**src/rtl/divider_pkg.sv**
```systemverilog
// Shared types and constants for the sequential restoring divider.
// The divide-by-zero result is all ones at whatever width the divider is built.
package divider_pkg;

  typedef enum logic [1:0] {
    IDLE,
    RUN,
    DONE
  } div_state_t;

  localparam int MAX_WIDTH = 64;

  function automatic logic [MAX_WIDTH-1:0] div_zero_result(input int width);
    logic [MAX_WIDTH-1:0] v;
    v = '0;
    for (int i = 0; i < MAX_WIDTH; i++) begin
      if (i < width) v[i] = 1'b1;
    end
    return v;
  endfunction

endpackage

```
**src/rtl/divider_step.sv**
```systemverilog
// One combinational restoring-division step: shift in the next dividend bit,
// trial-subtract the divisor, and keep or restore the partial remainder.
module divider_step #(
  parameter int WIDTH = 8
) (
  input  logic [WIDTH-1:0] rem_i,
  input  logic             bit_i,
  input  logic [WIDTH-1:0] divisor_i,
  output logic [WIDTH-1:0] rem_o,
  output logic             qbit_o
);

  logic [WIDTH:0] shifted;
  logic [WIDTH:0] diff;

  assign shifted = {rem_i, bit_i};
  // rem_i < divisor_i always holds, so the WIDTH+1-bit difference cannot overflow
  assign diff    = shifted - {1'b0, divisor_i};
  assign qbit_o  = ~diff[WIDTH];
  assign rem_o   = diff[WIDTH] ? shifted[WIDTH-1:0] : diff[WIDTH-1:0];

endmodule

```
**src/rtl/divider_seq.sv**
```systemverilog
// Multi-cycle restoring divider with start/busy/done handshake, one quotient bit per clock.
// Signed operation (is_signed port) is compiled in when DIVIDER_SIGNED_EN is defined.
module divider_seq
  import divider_pkg::*;
#(
  parameter int WIDTH = 8
) (
  input  logic             clk,
  input  logic             rst_n,
  input  logic             start,
  input  logic [WIDTH-1:0] dividend,
  input  logic [WIDTH-1:0] divisor,
`ifdef DIVIDER_SIGNED_EN
  input  logic             is_signed,
`endif
  output logic             busy,
  output logic             done,
  output logic             div_by_zero,
  output logic [WIDTH-1:0] quotient,
  output logic [WIDTH-1:0] remainder
);

  localparam int CW = $clog2(WIDTH + 1);
  localparam logic [WIDTH-1:0] DBZ_VAL = WIDTH'(div_zero_result(WIDTH));

  div_state_t       state_q, state_d;
  logic [CW-1:0]    cnt_q, cnt_d;
  logic [WIDTH-1:0] prem_q, prem_d;
  logic [WIDTH-1:0] dvd_q, dvd_d;
  logic [WIDTH-1:0] dvs_q, dvs_d;
  logic             negq_q, negq_d;
  logic             negr_q, negr_d;
  logic [WIDTH-1:0] quot_q, quot_d;
  logic [WIDTH-1:0] rem_q, rem_d;
  logic             dbz_q, dbz_d;

  logic             signed_sel;
  logic             a_neg, b_neg;
  logic [WIDTH-1:0] a_mag, b_mag;
  logic [WIDTH-1:0] step_rem;
  logic             step_qbit;
  logic [WIDTH-1:0] q_raw, q_fix, r_fix;

`ifdef DIVIDER_SIGNED_EN
  assign signed_sel = is_signed;
`else
  assign signed_sel = 1'b0;
`endif

  // Iterate on magnitudes; signs are remembered and reapplied on the final step.
  assign a_neg = signed_sel & dividend[WIDTH-1];
  assign b_neg = signed_sel & divisor[WIDTH-1];
  assign a_mag = a_neg ? -dividend : dividend;
  assign b_mag = b_neg ? -divisor : divisor;

  divider_step #(
    .WIDTH(WIDTH)
  ) u_step (
    .rem_i    (prem_q),
    .bit_i    (dvd_q[WIDTH-1]),
    .divisor_i(dvs_q),
    .rem_o    (step_rem),
    .qbit_o   (step_qbit)
  );

  assign q_raw = {dvd_q[WIDTH-2:0], step_qbit};
  assign q_fix = negq_q ? -q_raw : q_raw;
  assign r_fix = negr_q ? -step_rem : step_rem;

  always_comb begin
    state_d = state_q;
    cnt_d   = cnt_q;
    prem_d  = prem_q;
    dvd_d   = dvd_q;
    dvs_d   = dvs_q;
    negq_d  = negq_q;
    negr_d  = negr_q;
    quot_d  = quot_q;
    rem_d   = rem_q;
    dbz_d   = dbz_q;

    case (state_q)
      IDLE, DONE: begin
        state_d = IDLE;
        if (start) begin
          if (divisor == '0) begin
            state_d = DONE;
            quot_d  = DBZ_VAL;
            rem_d   = DBZ_VAL;
            dbz_d   = 1'b1;
          end else begin
            state_d = RUN;
            cnt_d   = CW'(WIDTH - 1);
            prem_d  = '0;
            dvd_d   = a_mag;
            dvs_d   = b_mag;
            negq_d  = a_neg ^ b_neg;
            negr_d  = a_neg;
          end
        end
      end
      RUN: begin
        prem_d = step_rem;
        dvd_d  = q_raw;
        if (cnt_q == '0) begin
          state_d = DONE;
          quot_d  = q_fix;
          rem_d   = r_fix;
          dbz_d   = 1'b0;
        end else begin
          cnt_d = cnt_q - CW'(1);
        end
      end
      default: state_d = IDLE;
    endcase
  end

  always_ff @(posedge clk or negedge rst_n) begin
    if (!rst_n) begin
      state_q <= IDLE;
      cnt_q   <= '0;
      prem_q  <= '0;
      dvd_q   <= '0;
      dvs_q   <= '0;
      negq_q  <= 1'b0;
      negr_q  <= 1'b0;
      quot_q  <= '0;
      rem_q   <= '0;
      dbz_q   <= 1'b0;
    end else begin
      state_q <= state_d;
      cnt_q   <= cnt_d;
      prem_q  <= prem_d;
      dvd_q   <= dvd_d;
      dvs_q   <= dvs_d;
      negq_q  <= negq_d;
      negr_q  <= negr_d;
      quot_q  <= quot_d;
      rem_q   <= rem_d;
      dbz_q   <= dbz_d;
    end
  end

  assign busy        = (state_q == RUN);
  assign done        = (state_q == DONE);
  assign div_by_zero = dbz_q;
  assign quotient    = quot_q;
  assign remainder   = rem_q;

endmodule

```
**config.mk**
```make
export PLATFORM = sky130hd
export DESIGN_NAME = divider_seq
export DESIGN_NICKNAME = d
export VERILOG_FILES = /design/src/rtl/divider_pkg.sv /design/src/rtl/divider_step.sv /design/src/rtl/divider_seq.sv
export SDC_FILE = /design/constraint.sdc
export NUM_CORES = 1
export LEC_CHECK = 0
export BUFFER_PORTS_ARGS = -buffer_cell sky130_fd_sc_hd__buf_2
export CORE_AREA = 2 2 86 88
export DETAILED_ROUTE_END_ITERATION = 8
export DIE_AREA = 0 0 88 90
export GPL_TIMING_DRIVEN = 0
export SLEW_MARGIN = 20
export SYNTH_ARGS = -nofsm -noshare
export SYNTH_HDL_FRONTEND = slang
export SYNTH_SLANG_ARGS = --single-unit
```
**constraint.sdc**
```tcl
create_clock -name clk -period 2.6 [get_ports clk]
set_input_delay 0.13 -clock clk [delete_from_list [all_inputs] [get_ports clk]]
set_output_delay 0.13 -clock clk [all_outputs]
set_load 0.1 [all_outputs]
```
[Word-level counts from Yosys, hierarchy flattened]
Index checks and enable logic that the tools add are counted.
Cells by class
  bitwise operators: 2
  reduce and logical (&&, ||, !) cells: 9
  muxes and demuxes: 25
  $add $sub $neg: 2
  equal/unequal tests: 7
Operators with widths (number)
  $mux 8: 9
  $pmux 8 s2: 4
  $mux 4: 3
  $sub 9x8->9: 1
  $logic_not 8->1: 1
  $ne 2x2->1 const B: 4
  $pmux 4 s2: 1
  $reduce_and 4->1: 2
  $mux 2: 3
  $reduce_and 3->1: 2
  $logic_not 4->1: 1
  $pmux 2 s2: 1
  $sub 4x1->4 const B: 1
  $mux 1: 3
  $eq 2x1->1 const B: 1
  $eq 2x2->1 const B: 1
  $logic_not 2->1: 1
  $ne 2x1->1 const B: 1
  $not 1->1: 2
  $pmux 1 s2: 1
  $reduce_bool 2->1: 1
  $reduce_or 2->1: 1
Word-level totals
  bits of input ports: 19
  word-level logic and storage cells: 53
  bits in registers: 47

[Logic depth before layout (Yosys ltp)]
  word-level depth: 4
  gate-level depth with buffers: 10

[Hierarchy]
A second synthesis with hierarchy kept.
Second synthesis, totals
  cells, all modules: 247
  area, all modules: 2665.1 um2
By module, submodules not included
  divider_seq: times used 1, cells each 189, area each 2179.6 um2
  divider_step: times used 1, cells each 58, area each 485.5 um2

[Worst setup path after synthesis]
No wires, ideal clock.
  path type: flip-flop to flip-flop
  start point: reg state_q[1]
  end point: reg prem_q[3]
  data arrival time: 2377 ps
  period minus slack after synthesis: 2452 ps
  slack: 148 ps
  required time: 2525 ps
  buffers on the path: 2
  setup time: 75 ps
  stages on the path, launching flop included: 7
  path through: dfrtp_1 nand2b_1 inv_1 buf_1 clkbuf_1 o221ai_1 nand3_1
On the way
  elaborated cells between the ends (all ways): 9
  those cells by class: eq/ne: 4; mux: 1; reduce/logical: 4
RTL lines
  start, declared: RTL line divider_seq.sv:26  | div_state_t state_q, state_d;
  start signal, assigned: RTL line divider_seq.sv:131  | state_q <= state_d;
  $eq 2x1->1 (*)
  via busy: RTL line divider_seq.sv:16  | output logic busy,
  $reduce_bool 2->1 (no line)
  $reduce_and 3->1 (no line)
  end signal, assigned: RTL line divider_seq.sv:133  | prem_q <= prem_d;
  end, declared: RTL line divider_seq.sv:28  | logic [WIDTH-1:0] prem_q, prem_d;
The timed path passes the listed nets; every way through them passes the cells marked *.
A chain may end at the register's enable or synchronous reset.

[Final worst setup path]
  start point: reg dvd_q[7]
  end point: reg dvd_q[0]
On the way
  cells in the longest elaborated chain, start to end: 3
RTL lines
  start, declared: RTL line divider_seq.sv:29  | logic [WIDTH-1:0] dvd_q, dvd_d;
  start signal, assigned: RTL line divider_seq.sv:134  | dvd_q <= dvd_d;
  $sub 9x8->9: RTL line divider_step.sv:18  | assign diff = shifted - {1'b0, divisor_i};
  $not 1->1: RTL line divider_step.sv:19  | assign qbit_o = ~diff[WIDTH];
  $pmux 8 s2: RTL line divider_seq.sv:82  | case (state_q)
No other way between the ends.

==> metrics.md <==
| Metric | Value |
|---|---|
| Drc violations | `0` |
| Slew headroom | `0.604` |
| Sequential area share after synthesis | `0.457` |
| DR vias | `2,257` |
| Mapped Cells | `282` |
| CTS root buf | `clkbuf_8` |
| First drt pass iteration count | `6` |
| Max Clk Rate | `0.412 GHz` |
| Syn nets | `311` |
| Max clock buf depth | `2` |
| Critical path cell sequence | `inv_1, ha_1, inv_1, fa_2, a21oi_2, o211ai_1, a21boi_2, buf_4, nor3_1, o31ai_1` |
| Cell mode on critical path | `inv_1` |
| Period utilisation layout | `0.933` |
| Critical path's slowest cell | `dfrtp_1` |
| First-pass GRT wire length | `11.2 mm` |
| Routability cong. | `0.831` |
| Antenna fix cells | `0` |
| Port bufs | `37` |
| Synth-to-Final Area Change | `19.0%` |
| Placed cell count | `418` |
| Routed length per instance | `15.5 um` |
| Buffers and inverters on the worst path | `3` |
| Syn Area/Cell | `9.12 um2` |
| Row count | `31` |
| Dominant cells by area after synthesis | `dfrtp_1 (46%), nand2_1 (4.5%), o21ai_0 (4.5%), ha_1 (4.4%), nor2_1 (4.2%)` |
| Io pins | `38` |
| Wirelength, routed | `6.63 mm` |
| Largest net degree at the start of global routing | `48` |
| Main synth FF type | `dfrtp_1` |
| Path type of the worst setup path | `reg -> reg` |
| Data required, critical path | `2800 ps` |
| Post-Syn Area | `0.00257 mm2` |
| Yosys reg bits | `47` |
| Clock Latency Late Sink | `300 ps` |
| Vias in the first global route | `2,227` |
| Startpoint type of the worst setup path | `register` |
| Die height | `90 um` |
| Post-DP HPWL | `4.92 mm` |
| Final Net Count | `357` |
| Synth top area share | `0.457` |
| H-tree levels | `2` |
| Warnings from Yosys | `0` |
| Max-slew violation count | `0` |
| Hold Crit Class | `in -> reg` |
| Post-DR vias/cell | `5.27` |
| Final core utilization | `0.436` |
| TritonCTS buffer count | `5` |
| Initial antenna violation count | `0` |
| Final Skew | `6.29 ps` |
| Post-synth ARST share | `1.00` |
| Total of max-cap violations | `0` |
| Max Used Layer | `met4` |
| All-layer global routing usage | `0.179` |
| Pre-CTS setup slack | `-25.4 ps` |
| Sink Count | `47` |
| Final WS setup | `173 ps` |
| RSZ-0062 raised after global routing | `true` |
| Clk pin slew, worst setup/hold paths | `90 ps` |
| Critical Path Fanout Max | `10` |
| Worst EP arrival | `2620 ps` |
| Crit path capture type | `register` |
| Cell taking the most area after synthesis | `dfrtp_1` |
| Die Width | `88 um` |
| Final Hold Fails | `0` |
| Critical Path Max Stage Delay | `420 ps` |
| Core box area | `0.00702 mm2` |
| M1 wire length | `3.12 mm` |
| Initial DRC Count | `112` |
| Detail Route Antenna Nets | `0` |
| Run status | `complete, no violations` |
| Final setup TNS | `0 ps` |
| Most frequent cell after synthesis | `dfrtp_1` |
| Count of cell types in the netlist | `54` |
| Initial core utilization | `0.366` |
| Finished Layout Cells | `428` |
| Die area | `0.00792 mm2` |
| TritonCTS clock tree | `yes` |
| Synth cell count leaders | `dfrtp_1 (47), nand2_1 (31), nor2_1 (29), o21ai_0 (23), a21oi_1 (19)` |
| Layout cell share with drive strength beyond 1 | `0.204` |
| Post-route minimum period | `2430 ps` |
| Setup violations, final | `0` |
| Met3 wire len | `248 um` |
| Worst-Margin Slew | `594 ps` |
| GRT Residual Overflow | `0` |
| Routed wl met2 | `3.11 mm` |
| Post-synth EDFFs | `0` |
| Critical path's top delay family | `compound AO/OA/AOI/OAI gates` |
kinds of logic after synthesis:
group / Yosys count / synth area share
and+or+nand+nor: 105 / 0.196
AOI/OAI and AO/OA: 78 / 0.200
DFF: 47 / 0.457
buffers and inverters: 30 / 0.0501
adders and majority gates: 10 / 0.0516
muxes: 8 / 0.0316
xor gates and xnor gates: 4 / 0.0136
flip-flops by register name, summed over array words and instances, names as in the netlist:
register / flops
remainder: 8
state_q: 2
quotient: 8
prem_q: 8
dvs_q: 8
dvd_q: 8
div_by_zero: 1
cnt_q: 4
tightest hold or removal path: stages:
cell and delay, ps:
buf_2 80, nand2_1 40, o21ai_0 60
per-layer routing:
metal	up-vias	global-route usage
met1	1092	0.253
li1	1104	-
met4	0	0.0615
met2	48	0.279
met3	13	0.0266
met5	-	0
stage by stage:
| stage | area [um2] | hold WS [ps] |
|---|---|---|
| after floorplan | 2570 | -166 |
| after detailed placement | 2880 | 356 |
| after global routing | 3060 | 50.7 |
| after CTS | 3020 | 42.3 |
| after global placement | 2880 | 346 |
| final | 3060 | 46.6 |
final timing paths:
| check | start | endpoint | slack (ps) | cells past startpoint |
|---|---|---|---|---|
| worst max-delay path | dvd_q[7] | dvd_q[0] | 170 | 10 |
| worst min-delay path | divisor[1] | dvs_q[1] | 50 | 3 |
| worst max register to register | dvd_q[7] | dvd_q[0] | 170 | 10 |
| worst min register to register | cnt_q[0] | cnt_q[0] | 510 | 1 |
| max in group asynchronous | rst_n | remainder[5] | 1830 | 2 |
| min in group asynchronous | rst_n | cnt_q[3] | 380 | 2 |
timing repair:
| action | CTS | global route |
|---|---|---|
| endpoints found under the hold margin | 0 | 47 |
| hold buffers | 0 | 1 |
| gates resized for setup | 1 | 10 |
| buffers inserted | 0 | 1 |
| pin swaps | 0 | 2 |
| endpoints found under the setup margin | 2 | 12 |
layout make-up:
type                    instances  area [um2]
plain buffers                  15        81.3
clock buffers                   6        72.6
repair buffers                 39         205
inverters                      15        56.3
multi-input cells             205        1280
flip-flops and latches         47        1180
well taps                      99         124
fillers                       719        3960
clock inverters                 2        60.1
cell usage in the layout, fill, tap and decap left out, types with 3 or more instances in the layout:
| cell type | n |
|---|---|
| a21oi_1 | 19 |
| a31oi_1 | 6 |
| buf_2 | 40 |
| buf_4 | 5 |
| clkbuf_1 | 6 |
| clkbuf_8 | 5 |
| dfrtp_1 | 47 |
| ha_1 | 9 |
| inv_1 | 15 |
| mux2i_1 | 7 |
| nand2_1 | 31 |
| nand3_1 | 7 |
| nand4_1 | 4 |
| nor2_1 | 29 |
| nor2b_1 | 4 |
| nor3_1 | 8 |
| nor4_1 | 5 |
| o211ai_1 | 6 |
| o21ai_0 | 22 |
| o32ai_1 | 3 |
Power is left out: the tool's default activity adds up to more than one toggle a clock period on the data nets, which glitch-free logic cannot reach.
